===== config.mk =====
export PLATFORM = sky130hd
export DESIGN_NAME = muldiv_ctrl
export DESIGN_NICKNAME = d
export VERILOG_FILES = /design/src/rtl/muldiv_ctrl.sv
export SDC_FILE = /design/constraint.sdc
export NUM_CORES = 2
export LEC_CHECK = 0
export ABC_AREA = 0
export BUFFER_PORTS_ARGS = -buffer_cell sky130_fd_sc_hd__clkbuf_2
export CORE_UTILIZATION = 35
export CTS_CLUSTER_SIZE = 8
export DETAILED_ROUTE_END_ITERATION = 7
export PLACE_DENSITY = 0.49
export SLEW_MARGIN = 30
export SYNTH_ARGS = -nofsm -noshare
export SYNTH_HDL_FRONTEND = slang
export SYNTH_SLANG_ARGS = --single-unit

===== constraint.sdc =====
create_clock -name clk -period 9.3 [get_ports clk]
set_input_delay 0.465 -clock clk [delete_from_list [all_inputs] [get_ports clk]]
set_output_delay 0.465 -clock clk [all_outputs]
set_load 0.1 [all_outputs]

===== src/rtl/muldiv_ctrl.sv =====
// M-extension sequencer: multicycle multiplier, signed wrapper around a shared divider.
// Latency MUL_CYCLES+1 (mul), 1 (div corner), start+divider+2 (div); result held in DONE until resp_ready.
module muldiv_ctrl #(
    parameter int MUL_CYCLES = 2,
    parameter int XLEN       = 32
) (
    input  logic            clk,
    input  logic            rst,
    input  logic            req_valid,
    output logic            req_ready,
    input  logic [2:0]      req_op,
    input  logic [XLEN-1:0] req_rs1,
    input  logic [XLEN-1:0] req_rs2,
    output logic            resp_valid,
    input  logic            resp_ready,
    output logic [XLEN-1:0] resp_result,
    output logic            busy,
    input  logic            flush,
    output logic            div_start,
    output logic [XLEN-1:0] div_x,
    output logic [XLEN-1:0] div_y,
    input  logic            div_busy,
    input  logic            div_valid,
    input  logic [XLEN-1:0] div_q,
    input  logic [XLEN-1:0] div_r
);

    typedef enum logic [2:0] {
        S_IDLE,
        S_MUL_WAIT,
        S_DIV_START,
        S_DIV_WAIT,
        S_DONE,
        S_DRAIN
    } state_t;

    localparam logic [3:0]      MUL_CNT  = 4'(MUL_CYCLES);
    localparam logic [XLEN-1:0] INT_MIN  = {1'b1, {(XLEN-1){1'b0}}};
    localparam logic [XLEN-1:0] ALL_ONES = '1;

    state_t          state, state_nxt;
    logic [3:0]      cnt;
    logic [1:0]      op_q;
    logic [XLEN-1:0] rs1_q, rs2_q;

    logic            accept;
    logic            req_is_div, req_signed, req_rem;
    logic            req_div0, req_ovf, req_special;
    logic [XLEN-1:0] special_res;
    logic [XLEN-1:0] mag1, mag2;

    logic            mul_a_sgn, mul_b_sgn;
    logic [2*XLEN-1:0] mul_a, mul_b, mul_prod;
    logic [XLEN-1:0] mul_res;

    logic            q_neg, r_neg;
    logic [XLEN-1:0] div_res;

    logic            res_load;
    logic [XLEN-1:0] res_nxt;

    // Request decode; corner-case results come straight from the request operands.
    always_comb begin
        accept      = (state == S_IDLE) && req_valid && !flush;
        req_is_div  = req_op[2];
        req_signed  = !req_op[0];
        req_rem     = req_op[1];
        req_div0    = (req_rs2 == '0);
        req_ovf     = req_signed && (req_rs1 == INT_MIN) && (req_rs2 == ALL_ONES);
        req_special = req_is_div && (req_div0 || req_ovf);
        if (req_div0)
            special_res = req_rem ? req_rs1 : ALL_ONES;
        else
            special_res = req_rem ? '0 : INT_MIN;
        mag1 = (req_signed && req_rs1[XLEN-1]) ? -req_rs1 : req_rs1;
        mag2 = (req_signed && req_rs2[XLEN-1]) ? -req_rs2 : req_rs2;
    end

    // Multiplier reads only latched operands so it can be timed as a multicycle path.
    always_comb begin
        mul_a_sgn = (op_q == 2'd1) || (op_q == 2'd2);
        mul_b_sgn = (op_q == 2'd1);
        mul_a     = {{XLEN{mul_a_sgn & rs1_q[XLEN-1]}}, rs1_q};
        mul_b     = {{XLEN{mul_b_sgn & rs2_q[XLEN-1]}}, rs2_q};
        mul_prod  = mul_a * mul_b;
        mul_res   = (op_q == 2'd0) ? mul_prod[XLEN-1:0] : mul_prod[2*XLEN-1:XLEN];
    end

    always_comb begin
        q_neg   = !op_q[0] && (rs1_q[XLEN-1] ^ rs2_q[XLEN-1]);
        r_neg   = !op_q[0] && rs1_q[XLEN-1];
        if (op_q[1])
            div_res = r_neg ? -div_r : div_r;
        else
            div_res = q_neg ? -div_q : div_q;
    end

    always_ff @(posedge clk) begin
        if (rst)
            state <= S_IDLE;
        else
            state <= state_nxt;
    end

    always_comb begin
        state_nxt  = state;
        res_load   = 1'b0;
        res_nxt    = '0;
        req_ready  = (state == S_IDLE);
        busy       = (state != S_IDLE);
        resp_valid = (state == S_DONE);
        // A flushed op never starts the divider, so no start can land on a busy unit.
        div_start  = (state == S_DIV_START) && !flush;
        case (state)
            S_IDLE: begin
                if (accept) begin
                    if (!req_is_div) begin
                        state_nxt = S_MUL_WAIT;
                    end else if (req_special) begin
                        state_nxt = S_DONE;
                        res_load  = 1'b1;
                        res_nxt   = special_res;
                    end else begin
                        state_nxt = S_DIV_START;
                    end
                end
            end
            S_MUL_WAIT: begin
                if (flush) begin
                    state_nxt = S_IDLE;
                end else if (cnt == 4'd1) begin
                    state_nxt = S_DONE;
                    res_load  = 1'b1;
                    res_nxt   = mul_res;
                end
            end
            S_DIV_START: begin
                state_nxt = flush ? S_IDLE : S_DIV_WAIT;
            end
            S_DIV_WAIT: begin
                if (flush) begin
                    state_nxt = S_DRAIN;
                end else if (div_valid) begin
                    state_nxt = S_DONE;
                    res_load  = 1'b1;
                    res_nxt   = div_res;
                end
            end
            S_DONE: begin
                if (flush || resp_ready)
                    state_nxt = S_IDLE;
            end
            S_DRAIN: begin
                if (!div_busy && !div_start)
                    state_nxt = S_IDLE;
            end
            default: state_nxt = S_IDLE;
        endcase
    end

    always_ff @(posedge clk) begin
        if (rst) begin
            cnt         <= '0;
            op_q        <= '0;
            rs1_q       <= '0;
            rs2_q       <= '0;
            div_x       <= '0;
            div_y       <= '0;
            resp_result <= '0;
        end else begin
            if (accept) begin
                op_q  <= req_op[1:0];
                rs1_q <= req_rs1;
                rs2_q <= req_rs2;
                cnt   <= MUL_CNT;
            end else if (state == S_MUL_WAIT && cnt != '0) begin
                cnt <= cnt - 4'd1;
            end
            // Magnitudes stay put for the whole divide.
            if (accept && req_is_div && !req_special) begin
                div_x <= mag1;
                div_y <= mag2;
            end
            if (res_load)
                resp_result <= res_nxt;
        end
    end

endmodule


==> results.md <==
* TNS Setup at 0 ns
* CTS tree: done
* Syn Nets at just over 7000
* Largest net degree at the start of global routing at 93
* Vias in the first global route at ~40000
* Initial antenna violation count at 6
* Number of max-cap violations at 0
* Fin crit share at 0.949
* Antenna Nets Post-Route at 0
* I/O Pins at around 240
* Clock skew at 0.0171 ns
* Root Buffer: clkbuf_16
* Minimum clock period at between 8 and 9 ns
* Synthesis-stage register bit count at 169
* Upper clock frequency limit at between 100 and 150 MHz
* Fin area at ~52000 um^2
* DR iter-0 viols at roughly 2500
* Initial Utilization at 0.354
* Area of the die at between 100000 and 150000 um^2
* Maximum vdd drop at around 0.13 mV
* Clk sinks at between 150 and 200
* Avg Cell Area, Syn at roughly 8.5 um^2
* Cell variety after synth at 74
* Slew Viols, Final at 0
* Critical Path Sink Type: flip-flop
* Routability cong. at a little over 0.9
* PD cells at ~67 nW/um^2
* Final Setup Violations at 0
* Critical-path top delay cell: dfxtp_1
* Syn. warnings at 0
* Mapped Area at about 48000 um^2
* Delay-heaviest family, CP: adder cells
* Nets at 7173
* R2r setup slk at between 0.4 and 0.5 ns
* Worst-path maximum fanout at 21
* WHS at approximately 0.29 ns
* DRT Pass-1 Iters at 8
* Top area cells in the synthesized netlist: fa_1 47%, inv_1 9.6%, nand2_1 7.9%, dfxtp_1 7.0%, ha_1 5.8%
* GR Overflow Total at 0
* Critical path buffers and inverters at 6
* Worst slew pin tran at just over 1 ns
* Port-buffer cells at around 240
* Required time worst endpoint at slightly below 10 ns
* Post-synth ARST share at 0
* Final routed DRC violation total at 0
* Type of origin of the critical path: flip-flop
* Synth area leader: fa_1
* Share of layout cells above drive strength 1 at 0.0812
* Reg clk slew, reported paths at ~0.07 ns
* Final Hold Vio Count at 0
* Core area at 136000 um^2
* Overall Global Routing Usage at 0.237
* Status: finished, final reports clean
* Arrival time worst endpoint at between 9 and 10 ns
* Row count at 135
* Die Wd at about 370 um
* Critical path's largest stage delay at ~0.96 ns
* First-pass GRT wire length at 252 mm
* Relative slew slack at 0.309
* Total Wirelength at 162 mm
* Synth top area share at 0.468
* Pleak at 23.8 nW
* TritonCTS buffer count at 17
* Post-DP Area at 51500 um^2
* Post-synth EDFFs at 0
* Via/cell ratio at 5.11
* Register area share after synthesis at 0.0704
* Worst-skew pair later-pin latency at about 0.48 ns
* Wirelength per Cell at 21.6 um
* CTS Buffer Depth at 2
* Vias at 38265
* Dpl hpwl at 135 mm
* Die Y at about 370 um
* P&R area growth vs syn at 8.25%
* Critical path type: reg -> reg
* Post-Synthesis Cells at between 5000 and 6000
* # H-tree levels at 4
* Post-CTS Hold Buffers at 0
* Ys flop type: dfxtp_1
* CP most frequent cell: fa_1
* Min-delay worst type: in -> reg
* RSZ-0062 raised after global routing: false
## flip-flops by register name, summed over array words and instances, names as in the netlist
register / cells
op_q: 2
rs2_q: 32
resp_result: 32
rs1_q: 32
cnt: 4
state: 3
div_x: 32
div_y: 32
## path summary, 6_finish.rpt
path,start,to,cells after the start
max,rs1_q[22],resp_result[29],25
min,req_rs2[9],rs2_q[9],3
max reg2reg,rs1_q[22],resp_result[29],25
min reg2reg,div_x[0],div_x[0],2
## cells in the mapped netlist (all sizes together), types with 27 or more instances
library cell  count
nand2          1017
a211oi           76
inv            1226
fa             1125
xor2             66
dfxtp           169
nand3            30
and3             28
nor2            192
a31oi            30
a21oi           196
a21o             48
nor3             52
o211ai           28
xnor2           110
clkbuf          331
ha              223
nand4            27
o21ai            94
and2            280
## cell usage in the layout (no fill, tap or decap), drive strengths merged, types with 110 or more instances in the layout
master / count
a21oi: 196
dfxtp: 169
xnor2: 110
inv: 1230
clkbuf: 255
ha: 223
and2: 280
fa: 1125
buf: 145
nor2: 192
nand2: 1017
## cell type report
| cell class | instances | area [um^2] |
|---|---|---|
| antenna | 3 | 7.51 |
| clock buffer | 19 | 443 |
| clock inverter | 12 | 95.1 |
| fill | 14217 | 83800 |
| inverter | 1227 | 4610 |
| multi-input combinational | 3891 | 38900 |
| sequential | 169 | 3390 |
| tap | 1781 | 2230 |
| timing repair buffer | 381 | 2420 |
## power breakdown
group / leakage [nW] / switching (mW) / total, mW / internal, mW
clock: 0.266 / 0.359 / 0.711 / 0.352
sequential: 1.38 / 0.122 / 0.894 / 0.772
combinational: 22.1 / 1.32 / 1.89 / 0.568
## worst min-delay path, stage by stage
cell	delay, ns
clkbuf_2	0.13
nand2_1	0.07
a21oi_1	0.05
## cells by family after synthesis
kind of cell,share of synthesized area
AOI/OAI and AO/OA,0.0837
xor gates and xnor gates,0.0321
adders and majority gates,0.526
buffers and inverters,0.123
DFF,0.0704
muxes,0.00107
and+or+nand+nor,0.164
## metrics by stage
| step | std cells | setup slack (ns) | utilization | power [mW] |
|---|---|---|---|---|
| floorplan | 5628 | 0.236 | - | 2.04 |
| global placement | 7449 | 0.398 | 0.379 | 2.78 |
| detailed placement | 7449 | 0.383 | 0.379 | 2.78 |
| CTS | 7480 | 0.354 | 0.383 | 3.50 |
| global route | 7481 | 0.0171 | 0.383 | 3.70 |
| finish | 7483 | 0.475 | 0.383 | 3.49 |
## layer usage
layer	global-route usage	vias up	wire length [um]	share of wire
met2	0.397	1014	78700	0.49
li1	-	16985	-	-
met4	0.0508	4	3600	0.022
met3	0.0302	145	8610	0.053
met1	0.328	20117	70600	0.44
met5	0	-	21	0.00013
## timing repair
item | 4_1_cts | 5_1_grt
endpoints found under the setup margin | 0 | 2
buffers inserted | 0 | 0
gates resized for setup | 0 | 1
Note: power is estimated with default switching activity, not from simulation.
